===== config.mk =====
export PLATFORM = sky130hd
export DESIGN_NAME = rf_wb_scoreboard
export DESIGN_NICKNAME = d
export VERILOG_FILES = /design/src/rtl/rf_wb_scoreboard_pkg.sv /design/src/rtl/rf_wb_arb.sv /design/src/rtl/rf_wb_scoreboard.sv
export SDC_FILE = /design/constraint.sdc
export NUM_CORES = 1
export LEC_CHECK = 0
export ABC_AREA = 1
export CORE_MARGIN = 2
export CORE_UTILIZATION = 47
export CTS_CLUSTER_DIAMETER = 200
export DETAILED_ROUTE_END_ITERATION = 8
export PLACE_DENSITY = 0.84
export SLEW_MARGIN = 20
export SYNTH_ARGS = -nofsm -noshare
export SYNTH_HDL_FRONTEND = slang
export SYNTH_SLANG_ARGS = --single-unit

===== constraint.sdc =====
create_clock -name clk -period 2.74 [get_ports clk]
set_input_delay 0.548 -clock clk [delete_from_list [all_inputs] [get_ports clk]]
set_output_delay 0.548 -clock clk [all_outputs]
set_load 0.05 [all_outputs]

===== src/rtl/rf_wb_scoreboard_pkg.sv =====
// Shared definitions for the register-file writeback scoreboard.
// Optional same-cycle release is enabled with RF_SB_BYPASS_EN.
package rf_wb_scoreboard_pkg;

  localparam int RegBus = 32;
  localparam int RegNum = 32;
  localparam int Reg0   = 0;
  localparam logic [RegBus-1:0] RST_VAL = '0;

  localparam int STARVE_MAX_DEFAULT = 4;

  typedef enum logic {
    WB_LSU_PRI   = 1'b0,
    WB_ALU_FORCE = 1'b1
  } wb_arb_state_e;

endpackage


===== src/rtl/rf_wb_arb.sv =====
// Two-source writeback arbiter: LSU normally wins, but the ALU is forced
// a grant after STARVE_MAX consecutive LSU grants while it was waiting.
module rf_wb_arb
  import rf_wb_scoreboard_pkg::*;
#(
  parameter int STARVE_MAX = STARVE_MAX_DEFAULT
) (
  input  logic clk,
  input  logic rst,
  input  logic alu_valid,
  input  logic lsu_valid,
  output logic alu_gnt,
  output logic lsu_gnt
);

  localparam int CW = $clog2(STARVE_MAX + 1);

  wb_arb_state_e state_reg, state_next;
  logic [CW-1:0] cnt_reg, cnt_next;

  always_comb begin
    alu_gnt    = 1'b0;
    lsu_gnt    = 1'b0;
    state_next = state_reg;
    cnt_next   = cnt_reg;
    case (state_reg)
      WB_LSU_PRI: begin
        lsu_gnt = lsu_valid;
        alu_gnt = alu_valid && !lsu_valid;
        // Only LSU wins that actually kept a waiting ALU out count as starvation.
        if (lsu_gnt && alu_valid) begin
          cnt_next = cnt_reg + CW'(1);
          if (cnt_reg == CW'(STARVE_MAX - 1))
            state_next = WB_ALU_FORCE;
        end else begin
          cnt_next = '0;
        end
      end
      default: begin
        alu_gnt    = alu_valid;
        lsu_gnt    = lsu_valid && !alu_valid;
        state_next = WB_LSU_PRI;
        cnt_next   = '0;
      end
    endcase
  end

  always_ff @(posedge clk or posedge rst) begin
    if (rst) begin
      state_reg <= WB_LSU_PRI;
      cnt_reg   <= '0;
    end else begin
      state_reg <= state_next;
      cnt_reg   <= cnt_next;
    end
  end

endmodule


===== src/rtl/rf_wb_scoreboard.sv =====
// Register-file scoreboard: busy bits, RAW/WAW issue check and the
// registered register-file write port. Define RF_SB_BYPASS_EN for same-cycle release.
module rf_wb_scoreboard
  import rf_wb_scoreboard_pkg::*;
#(
  parameter int XLEN       = RegBus,
  parameter int NUM_REGS   = RegNum,
  parameter int STARVE_MAX = STARVE_MAX_DEFAULT
) (
  input  logic                        clk,
  input  logic                        rst,
  input  logic                        iss_valid,
  output logic                        iss_ready,
  input  logic [$clog2(NUM_REGS)-1:0] iss_rs1,
  input  logic [$clog2(NUM_REGS)-1:0] iss_rs2,
  input  logic [$clog2(NUM_REGS)-1:0] iss_rd,
  input  logic                        iss_rd_we,
  input  logic                        alu_wb_valid,
  output logic                        alu_wb_ready,
  input  logic [$clog2(NUM_REGS)-1:0] alu_wb_rd,
  input  logic [XLEN-1:0]             alu_wb_data,
  input  logic                        lsu_wb_valid,
  output logic                        lsu_wb_ready,
  input  logic [$clog2(NUM_REGS)-1:0] lsu_wb_rd,
  input  logic [XLEN-1:0]             lsu_wb_data,
  output logic                        rf_wen,
  output logic [$clog2(NUM_REGS)-1:0] rf_rd,
  output logic [XLEN-1:0]             rf_result,
  output logic [NUM_REGS-1:0]         busy_vec,
  output logic                        wb_err
);

  localparam int IW = $clog2(NUM_REGS);

  logic [NUM_REGS-1:0] busy_reg, busy_next, busy_eff, clr_mask, set_mask;
  logic                alu_gnt, lsu_gnt, wb_gnt, wb_live, iss_fire;
  logic [IW-1:0]       wb_rd;
  logic [XLEN-1:0]     wb_data;
  logic                rf_wen_reg, wb_err_reg;
  logic [IW-1:0]       rf_rd_reg;
  logic [XLEN-1:0]     rf_result_reg;

  rf_wb_arb #(.STARVE_MAX(STARVE_MAX)) u_arb (
    .clk       (clk),
    .rst       (rst),
    .alu_valid (alu_wb_valid),
    .lsu_valid (lsu_wb_valid),
    .alu_gnt   (alu_gnt),
    .lsu_gnt   (lsu_gnt)
  );

  assign alu_wb_ready = alu_gnt;
  assign lsu_wb_ready = lsu_gnt;
  assign wb_gnt       = alu_gnt || lsu_gnt;
  assign wb_rd        = alu_gnt ? alu_wb_rd : lsu_wb_rd;
  assign wb_data      = alu_gnt ? alu_wb_data : lsu_wb_data;
  // Writebacks to register 0 are accepted but have no architectural effect.
  assign wb_live      = wb_gnt && (wb_rd != IW'(Reg0));

  genvar gi;
  generate
    for (gi = 0; gi < NUM_REGS; gi++) begin : g_busy
      if (gi == 0) begin : g_zero
        assign clr_mask[gi]  = 1'b0;
        assign set_mask[gi]  = 1'b0;
        assign busy_next[gi] = 1'b0;
      end else begin : g_reg
        assign clr_mask[gi]  = wb_live && (wb_rd == IW'(gi));
        assign set_mask[gi]  = iss_fire && iss_rd_we && (iss_rd == IW'(gi));
        // Set wins over a same-cycle clear of the same register.
        assign busy_next[gi] = set_mask[gi] || (busy_reg[gi] && !clr_mask[gi]);
      end
    end
  endgenerate

`ifdef RF_SB_BYPASS_EN
  assign busy_eff = busy_reg & ~clr_mask;
`else
  assign busy_eff = busy_reg;
`endif

  assign iss_ready = !busy_eff[iss_rs1] && !busy_eff[iss_rs2] &&
                     !(iss_rd_we && busy_eff[iss_rd]);
  assign iss_fire  = iss_valid && iss_ready;

  always_ff @(posedge clk or posedge rst) begin
    if (rst) begin
      busy_reg      <= '0;
      rf_wen_reg    <= 1'b0;
      rf_rd_reg     <= '0;
      rf_result_reg <= XLEN'(RST_VAL);
      wb_err_reg    <= 1'b0;
    end else begin
      busy_reg   <= busy_next;
      rf_wen_reg <= wb_live;
      if (wb_gnt) begin
        rf_rd_reg     <= wb_rd;
        rf_result_reg <= wb_data;
      end
      if (wb_live && !busy_reg[wb_rd])
        wb_err_reg <= 1'b1;
    end
  end

  assign rf_wen    = rf_wen_reg;
  assign rf_rd     = rf_rd_reg;
  assign rf_result = rf_result_reg;
  assign busy_vec  = busy_reg;
  assign wb_err    = wb_err_reg;

endmodule


# [After elaboration in Yosys (flattened, before gate mapping)]
# Cells that the tools add are included.
[totals] input_bits=95 output_inout_bits=74 elab_cells=265 ff_bits=74
[op_classes] order_cmp=4 n_eq_ne=63 mux=17 reduce_logical=173 add_sub_neg=1
[ops] cell="$eq 5x5->1 const B" n=32
[ops] cell="$logic_and 1x1->1" n=103
[ops] cell="$eq 5x4->1 const B" n=16
[ops] cell="$eq 5x3->1 const B" n=8
[ops] cell="$logic_not 1->1" n=37
[ops] cell="$logic_or 1x1->1" n=32
[ops] cell="$mux 32" n=1
[ops] cell="$lt 5x6->1 const B" n=4
[ops] cell="$bmux 1 s5" n=4
[ops] cell="$eq 5x2->1 const B" n=4
[ops] cell="$eq 5x1->1 const B" n=2
[ops] cell="$mux 1" n=9
[ops] cell="$mux 3" n=2
[ops] cell="$mux 5" n=1
[ops] cell="$reduce_bool 5->1" n=1
[ops] cell="$add 3x1->3 const B" n=1
[ops] cell="$eq 3x2->1 const B" n=1

# [Depth between registers and ports, before layout]
# Gate-level depths: netlist of the first run.
[depth] depth_word=10 depth_mapped=15 mapped_depth_nobuf=13

# [Cells and area by module]
# Synthesis of the first run repeated with hierarchy kept, for this count alone.
[hier_totals] cells_unflattened=773 hier_area_um2=4987.3
[modules_own_cells] module="rf_wb_scoreboard" area_per_inst_um2=4790.8 n_inst=1 seq_area_each_um2=1751.7 cells_each=749
[modules_own_cells] module="rf_wb_arb" area_per_inst_um2=196.4 n_inst=1 seq_area_each_um2=100.1 cells_each=24

# [Least setup slack after synthesis of the first run]
# Ideal clock, no wire load.
[synth_timing] kind="input-to-output" start="input port iss_rd[0]" end="output port iss_ready" setup_slack_ps=425 arrival_time_ps=1767 stages=11 t_required_ps=2192 n_path_buf=2 path_cell_list="buf_4 -> nand2_2 -> inv_2 -> nand2_1 -> o21ai_0 -> o21ai_1 -> nand3_1 -> nor2_1 -> nor2_2 -> nor2_4 -> buf_4"
[synth_via] elab_chain_len=5
[synth_rtl] item="start, declared" line="rf_wb_scoreboard.sv:16" rtl="input logic [$clog2(NUM_REGS)-1:0] iss_rd,"
[synth_rtl] item="$bmux 1 s5" line="rf_wb_scoreboard.sv:83" rtl="!(iss_rd_we && busy_eff[iss_rd]);"
[synth_rtl] item="$mux 1 (implied by the code)" line="rf_wb_scoreboard.sv:83"
[synth_rtl] item="$logic_and 1x1->1" line="rf_wb_scoreboard.sv:83"
[synth_rtl] item="$logic_not 1->1" line="rf_wb_scoreboard.sv:83"
[synth_rtl] item="$logic_and 1x1->1" line="rf_wb_scoreboard.sv:82" rtl="assign iss_ready = !busy_eff[iss_rs1] && !busy_eff[iss_rs2] &&"
[synth_rtl] item="end, declared" line="rf_wb_scoreboard.sv:13" rtl="output logic iss_ready,"
# Every way passes these cells. The select of a mux whose other input is x is not followed.

# [Final worst setup path of the first run]
[layout_timing] start="input port iss_rd[2]" end="output port iss_ready"
# The elaborated chain is that of the path after synthesis.

==> impl_metrics.ini, run 1 <==
[sta]
drv_slew = 0
fin_skew_ps = 16.8
finalHoldViolations = 0
period_needed_ps = 2670
fmax_mhz = 374
setup_viol = 0
slew_headroom_pct = 63.4
setup_tns_ps = 0
max_slew.worst_pin.slew_ps = 548
fin_crit_sh_pct = 97.6

[logic_synthesis]
synth-xor-area-share_pct = 0
synth.distinct_cells = 30
synth_top_family_by_area = simple AND/OR/NAND/NOR gates
synthSimpleGateAreaFrac_pct = 41.4
synthCells = 807
synth_fa_ha_area_share_pct = 0.493
ys.warnings.count = 0
ys_ff_latch = 74
postSynthAreaPerCell_sq_um = 6.29
syn_nets = 904
synth_mux_area_share_pct = 0
synth_compound_area_share_pct = 12.5
ys_seq_area_share_pct = 36.5
synth_area_sq_um = 5080

[placed_design]
dp_hpwl_um = 13900
portBuffers = 167
dpl.cell_count = 1113
place.gp.congestion = 1.00
placed_area_sq_um = 7100

[grt]
antenna_found_initial = 0
grt_max_degree = 75
grt_usage_pct = 32.8
grt_pass1_vias = 5770
grt_remaining_overflow = 0
grt_pass1_wl_um = 29600

[drt]
first_pass_iters = 5
drt-initial-drc-count = 677
route.detailed.drc = 0
vias = 6237
routed_wl_um = 18900
postRouteAntennaNets = 0
post_drt_wl_per_cell_um = 16.7
viasPerCell = 5.50

[final_layout]
utilization_pct = 71.1
final_layout_size_suffix_gt1_share_pct = 9.61
stdcell_area_sq_um = 7410
syn_to_final_growth_pct = 45.9
diodes = 0
nFillCells = 905
nNetsFinal = 1091
stdcell_count = 1135
largest_register_ff_count = 32

[floorplan]
rows = 37
pin_count = 169
die_x_um = 108
core_area_sq_um = 10400
fp.dieH_um = 108
start_util_pct = 48.8
dieArea_sq_um = 11700

[worst_setup_path]
crit_type = in -> out
arrival_ps = 2130
crit_family = buffers and inverters
cp_common_cell = nand2_1
required_ps = 2190
worstSetupEndpointType = primary output
cp_max_fo = 4
max_stage_delay_ps = 570
cp_num_buf_inv = 3
cpMaxStageDelayCell = clkdlybuf4s50_1
startpoint_type = primary input
regToRegSetupSlack_ps = 610
critical_path.cell_chain = clkdlybuf4s50_1 > inv_1 > nand2_1 > nor2_1 > nand2_1 > nand4_1 > nor2_1 > nand2_1 > nand2_1 > nor2_2 > nor2_4 > buf_12

[clock_network]
cts_inserted_buffers = 9
cts_tree = yes
numClockSinks = 74
ctsHoldBuffers = 0
ctsHtreeMaxLevel = 3
cts_root_buf = clkbuf_8
clock_latency_ps = 360
clockBufferDepth = 2
path_clk_slew_ps = 90

[hold_path]
hold_class = reg -> reg

[pwr]
power_density_nw_per_um2 = 477
ir_drop_mv = 0.274
leakagePower_nw = 3.48

[status]
outcome = finished clean

[job]
drv_cap = 0
## cell usage in the layout, fill, tap and decap left out, types with 9 or more instances in the layout
master / count
clkbuf_8: 9
clkdlybuf4s50_1: 158
buf_4: 40
inv_1: 60
nand3_1: 89
nand2_2: 9
a21oi_1: 35
nand2_1: 280
dfrtp_1: 74
o21ai_0: 69
nor3_1: 15
nor2_1: 92
## where the power goes
group	switching [mW]	internal [mW]	total, mW
registers	0.139	1.19	1.33
clock network	0.453	0.431	0.884
logic	0.836	0.489	1.32
total	1.43	2.11	3.54
## worst paths after layout
| check | startpoint | depth (start not counted) | end |
|---|---|---|---|
| max in group asynchronous | rst | 3 | busy_vec[8] |
| setup / recovery | iss_rd[2] | 12 | iss_ready |
| hold reg to reg | u_arb.cnt_reg[0] | 1 | u_arb.cnt_reg[0] |
| hold / removal | u_arb.cnt_reg[0] | 1 | u_arb.cnt_reg[0] |
| min in group asynchronous | rst | 3 | rf_result[27] |
| setup reg to reg | busy_vec[3] | 13 | busy_vec[13] |
## per-layer routing
| layer | part of all wire (%) | up-vias | track usage (%) |
|---|---|---|---|
| li1 | - | 2955 | - |
| met1 | 39 | 2873 | 43.2 |
| met2 | 47 | 342 | 52.4 |
| met3 | 9.7 | 67 | 6.81 |
| met4 | 4.2 | 0 | 14.1 |
| met5 | 0 | - | 0 |
## per-stage QoR
| step | setup slack [ps] | power, mW | hold slack [ps] |
|---|---|---|---|
| final | 65.9 | 3.54 | 447 |
| after global routing | -35.0 | 3.70 | 478 |
| after global placement | -6.73 | 2.63 | 436 |
| after detailed placement | -2.41 | 2.63 | 439 |
| after CTS | 3.71 | 3.52 | 453 |
| after floorplan | 310 | 2.06 | 415 |
## kinds of logic (layout without fill, tap and decap cells)
family	after synthesis	in the layout
AND/OR/NAND/NOR	504	504
AO/OA/AOI/OAI	120	120
buffers and inverters	106	298
flip-flops	74	74
adder cells (fa/ha/maj)	2	2
other	1	1
## layout make-up
type	count	area, sq um	share of cell area [%]
Timing Repair inverter	1	7.51	0.101
Clock buffer	10	128	1.72
Inverter	67	256	3.46
Multi-Input combinational cell	627	2800	37.8
Clock inverter	6	72.6	0.979
Sequential cell	74	1850	25.0
Tap cell	136	170	2.30
Timing Repair Buffer	214	2120	28.6
## synthesized netlist by cell type (all sizes together)
cell	number	area share, %
nand4	3	0.37
nor3b	2	0.30
clkinv	2	0.15
clkbuf	13	0.96
nor3	15	1.5
o31ai	4	0.59
or2	1	0.12
a21oi	35	3.4
o21bai	1	0.15
nand3	89	8.8
nand3b	1	0.15
buf	26	3.2
nand2	291	22
ha	2	0.49
o211ai	7	1.0
o21ai	73	7.3
inv	65	4.8
conb	1	0.074
nor2	102	8.1
dfrtp	74	36
## repair_timing
action                     in CTS  in global routing
gates cloned                    0                  3
setup endpoints to repair       1                  1
resized for setup               2                 22
pin swaps                       0                  4
buffers inserted                0                  3
Note: power is estimated with default switching activity, not from simulation.
==> run 2, diff against run 1 <==
PLACE_DENSITY = 0.82   (was 0.84)
==> run 2 against run 1 <==
Against the previous run: power increased by 2.8%; largest power group unchanged; critical path type unchanged; flip-flop and latch count stayed put; via count is 1.1% lower; worst setup slack better by 90 ps; utilization barely moved.
==> impl_metrics.ini, run 2 (synthesis results as in run 1) <==
[drt]
route.detailed.drc = 0
dr_wl_met2_um = 8550
routed_wl_um = 18900
drt-initial-drc-count = 597
first_pass_iters = 5
top_layer = met4
wl_met3_um = 1870
viasPerCell = 5.42
post_drt_wl_per_cell_um = 16.6
vias = 6166
postRouteAntennaNets = 0
drt-met1-wl_um = 7530

[final_layout]
diodes = 0
utilization_pct = 71.2
layout_commonest_cell = nand2_1
mostFrequentLayoutCells = nand2_1, clkdlybuf4s50_1, nor2_1
final_layout_size_suffix_gt1_share_pct = 9.79
syn_to_final_growth_pct = 45.9
nNetsFinal = 1093
largest_register_ff_count = 32
nFillCells = 908
regArea_sq_um = 1850
stdcell_count = 1137
multiInputGateArea_sq_um = 2780

[pwr]
leakagePower_nw = 3.49
p_total_mw = 3.64
ir_drop_mv = 0.377
power_density_nw_per_um2 = 490

[clock_network]
path_clk_slew_ps = 80
cts_inserted_buffers = 9
ctsHoldBuffers = 0
cts_tree = yes
clock_latency_ps = 350
cts_root_buf = clkbuf_8
numClockSinks = 74
ctsHtreeMaxLevel = 3
clockBufferDepth = 2

[worst_setup_path]
required_ps = 2190
cpMaxStageDelayCell = clkdlybuf4s50_1
startpoint_type = primary input
cp_max_fo = 8
cp_num_buf_inv = 3
worstSetupEndpointType = primary output
cp_common_cell = nand3_1
critical_path.cell_chain = clkdlybuf4s50_1 > buf_6 > nor2_1 > nand2_1 > nand3_1 > nand3_1 > nand3_1 > nand2_1 > nand2_2 > nor2_4 > buf_12
regToRegSetupSlack_ps = 690
crit_family = buffers and inverters
arrival_ps = 2040
crit_type = in -> out
max_stage_delay_ps = 510

[sta]
fmax_mhz = 387
whs_ps = 450
slew_headroom_pct = 59.8
period_needed_ps = 2580
fin_skew_ps = 10.5
fin_crit_sh_pct = 94.3
max_slew.worst_pin.slew_ps = 602
drv_slew = 0
finalHoldViolations = 0
rsz0062_at_grt = no
setup_viol = 0

[grt]
grt_max_degree = 34
grt_pass1_wl_um = 30300
antenna_found_initial = 0
grt_remaining_overflow = 0
grt_usage_pct = 33.7
grt_pass1_vias = 5810

[floorplan]
dieArea_sq_um = 11700
pin_count = 169
fp.dieH_um = 108
start_util_pct = 48.8
core_area_sq_um = 10400
rows = 37
die_x_um = 108

[placed_design]
portBuffers = 167
dpl.cell_count = 1120
dp_hpwl_um = 14200
place.gp.congestion = 1.04

[status]
outcome = finished clean

[hold_path]
hold_class = reg -> reg

[job]
drv_cap = 0
## run 2: metal layers
metal  vias to the layer above  GRT usage (%)
met5                         -              0
met4                         0           15.9
met3                        77           8.02
met2                       342           50.9
met1                      2784           45.6
li1                       2963              -
## run 2: final timing paths
check / endpoint / cells after the start / start
setup / recovery: iss_ready / 11 / iss_rs1[1]
hold / removal: u_arb.cnt_reg[0] / 1 / u_arb.cnt_reg[0]
setup reg to reg: busy_vec[21] / 12 / busy_vec[3]
hold reg to reg: u_arb.cnt_reg[0] / 1 / u_arb.cnt_reg[0]
max in group asynchronous: busy_vec[26] / 3 / rst
min in group asynchronous: rf_result[14] / 2 / rst
## run 2: what timing repair did
action | 4_1_cts | 5_1_grt
pin swaps | 0 | 3
resized for setup | 3 | 15
setup endpoints to repair | 1 | 1
buffers inserted | 0 | 0
cloned | 0 | 1
## run 2: through the flow
stage                     worst slack (ps)  TNS (ps)  area, sq um
after floorplan                        310         0         5080
after global placement               -61.1      -105         7140
after detailed placement             -58.7     -84.5         7140
after CTS                             19.6         0         7370
after global routing                  8.50         0         7410
final                                  155         0         7410
## run 2: area by class of cell
cell class              instances  area share (%)
inverters                      67            3.44
clock buffers                  10            1.86
flip-flops and latches         74            25.0
repair inverters                1          0.0675
repair buffers                216            28.5
clock inverters                 6            1.28
multi-input cells             627            37.5
well taps                     136            2.30
## run 2: power breakdown
| part | leakage, nW | switching, mW | internal (mW) | total (mW) |
|---|---|---|---|---|
| clock network | 0.117 | 0.442 | 0.547 | 0.989 |
| logic | 2.43 | 0.834 | 0.484 | 1.32 |
| registers | 0.939 | 0.138 | 1.19 | 1.33 |
==> run 3, diff against run 2 <==
CORE_UTILIZATION = 50   (was 47)
PLACE_DENSITY = 0.86   (was 0.82)
clock period = 3.25 ns   (was 2.74 ns; I/O delays follow)
==> run 3 against run 2 <==
Against the previous run: sequential power fell by 17%; power fell by 18%; first-iteration DRC count decreased by 8.4%; die area fell by 5.8%; worst hold slack improved by 18 ps; combinational power down 19%; clock power fell by 21%; largest power group unchanged; highest routed layer unchanged.
==> impl_metrics.ini, run 3 (synthesis results as in run 1) <==
[sta]
fmax_mhz = 325
setup_viol = 0
fin_crit_sh_pct = 94.7
slew_headroom_pct = 41.0
setup_tns_ps = 0
drv_slew = 0
max_slew.worst_pin.slew_ps = 884
period_needed_ps = 3080
rsz0062_at_grt = no
finalHoldViolations = 0
fin_skew_ps = 13.8

[drt]
vias = 6103
route.detailed.drc = 0
drt-initial-drc-count = 547
first_pass_iters = 6
postRouteAntennaNets = 0
post_drt_wl_per_cell_um = 16.1
viasPerCell = 5.51
routed_wl_um = 17900

[hold_path]
hp-start = u_arb.cnt_reg[0]
hold_class = reg -> reg

[worst_setup_path]
crit_family = buffers and inverters
startpoint = iss_rd[0]
r2r-start = u_arb.state_reg
crit_type = in -> out
cpMaxStageDelayCell = clkdlybuf4s50_1
max_stage_delay_ps = 690
required_ps = 2600
arrival_ps = 2430
worstSetupEndpointType = primary output
cp_max_fo = 9
critical_path.cell_chain = clkdlybuf4s50_1 > inv_1 > nand2_1 > nor2_1 > nand2_1 > nand4_1 > nor2_1 > nand2_1 > nand2_1 > nor2_2 > nor2_4 > buf_12
cp_num_buf_inv = 3
cp_common_cell = nand2_1
startpoint_type = primary input

[final_layout]
layout_commonest_cell = nand2_1
nNetsFinal = 1066
diodes = 0
utilization_pct = 72.7
final_layout_size_suffix_gt1_share_pct = 6.47
mostFrequentLayoutCells = nand2_1, clkdlybuf4s50_1, nor2_1
syn_to_final_growth_pct = 40.6
largest_register_ff_count = 32

[grt]
grt_usage_pct = 33.4
grt_max_degree = 38
grt_busiest_layer = met2
grt_use_met2_pct = 50.9
grt_pass1_wl_um = 29400
grt_pass1_vias = 5835
grt_remaining_overflow = 0
globalRouteMet3Util_pct = 8.98
met1_usage_pct = 44.3
antenna_found_initial = 0

[placed_design]
portBuffers = 167
dp_hpwl_um = 13200
place.gp.congestion = 1.11

[pwr]
intPower_mw = 1.77
comb_power_share_pct = 36.2
seq_power_share_pct = 37.5
power.switching_mw = 1.20
clockPowerShare_pct = 26.3
switching_share_pct = 40.3
leakagePower_nw = 3.29
ir_drop_mv = 0.257
power_density_nw_per_um2 = 416

[floorplan]
dieArea_sq_um = 11000
core_area_sq_um = 9820
die_x_um = 105
start_util_pct = 51.7
pin_count = 169
rows = 36
fp.dieH_um = 105

[clock_network]
clockBufferDepth = 2
cts_inserted_buffers = 9
post-cts-setup-buffer-count = 0
numClockSinks = 74
cts_root_buf = clkbuf_8
cts_resized = 0
ctsHoldBuffers = 0
path_clk_slew_ps = 90
clock_latency_ps = 360
ctsHtreeMaxLevel = 3
cts_tree = yes

[status]
outcome = finished clean

[job]
drv_cap = 0
## run 3: cell count changes in the layout (fill, tap and decap cells not counted), sizes merged
cell           delta
buf              -26
bufinv            -1
clkdlybuf4s50     +7
dlygate4sd2       -2
dlymetal6s2s      -5
## run 3: area by class of cell
class,instances,area (sq um)
clock buffers,10,138
clock inverters,6,73.8
fillers,838,2680
inverters,67,251
multi-input cells,627,2770
flip-flops and latches,74,1850
well taps,133,166
repair buffers,190,1890
## run 3: worst paths after layout
path | to | cells past startpoint | slack (ps)
max in group asynchronous | busy_vec[24] | 3 | 1960
max reg2reg | busy_vec[14] | 7 | 1110
min | u_arb.cnt_reg[0] | 1 | 470
min reg2reg | u_arb.cnt_reg[0] | 1 | 470
max | iss_ready | 12 | 170
min in group asynchronous | rf_result[10] | 2 | 660
## run 3: layer usage
metal  vias up  wire length [um]
li1       2913                 -
met1      2764              7070
met2       356              8110
met3        70              1960
met4         0               715
met5         -                 0
## run 3: metrics by stage
step	cell area (sq um)	worst slack [ps]	hold slack (ps)	total power, mW	std cells
2_1_floorplan	5080	718	415	1.74	807
3_3_place_gp	6930	231	432	2.18	1091
3_5_place_dp	6930	210	434	2.19	1091
4_1_cts	7140	198	469	2.96	1107
5_1_grt	7140	42.0	478	3.10	1107
6_report	7140	172	468	2.97	1107
## run 3: power groups by stage
stage	combinational (mW)	sequential [mW]	clock, mW
2_1_floorplan	0.359	1.38	0
3_3_place_gp	1.05	1.12	0
3_5_place_dp	1.06	1.12	0
4_1_cts	1.07	1.11	0.787
5_1_grt	1.15	1.12	0.829
6_report	1.07	1.11	0.781
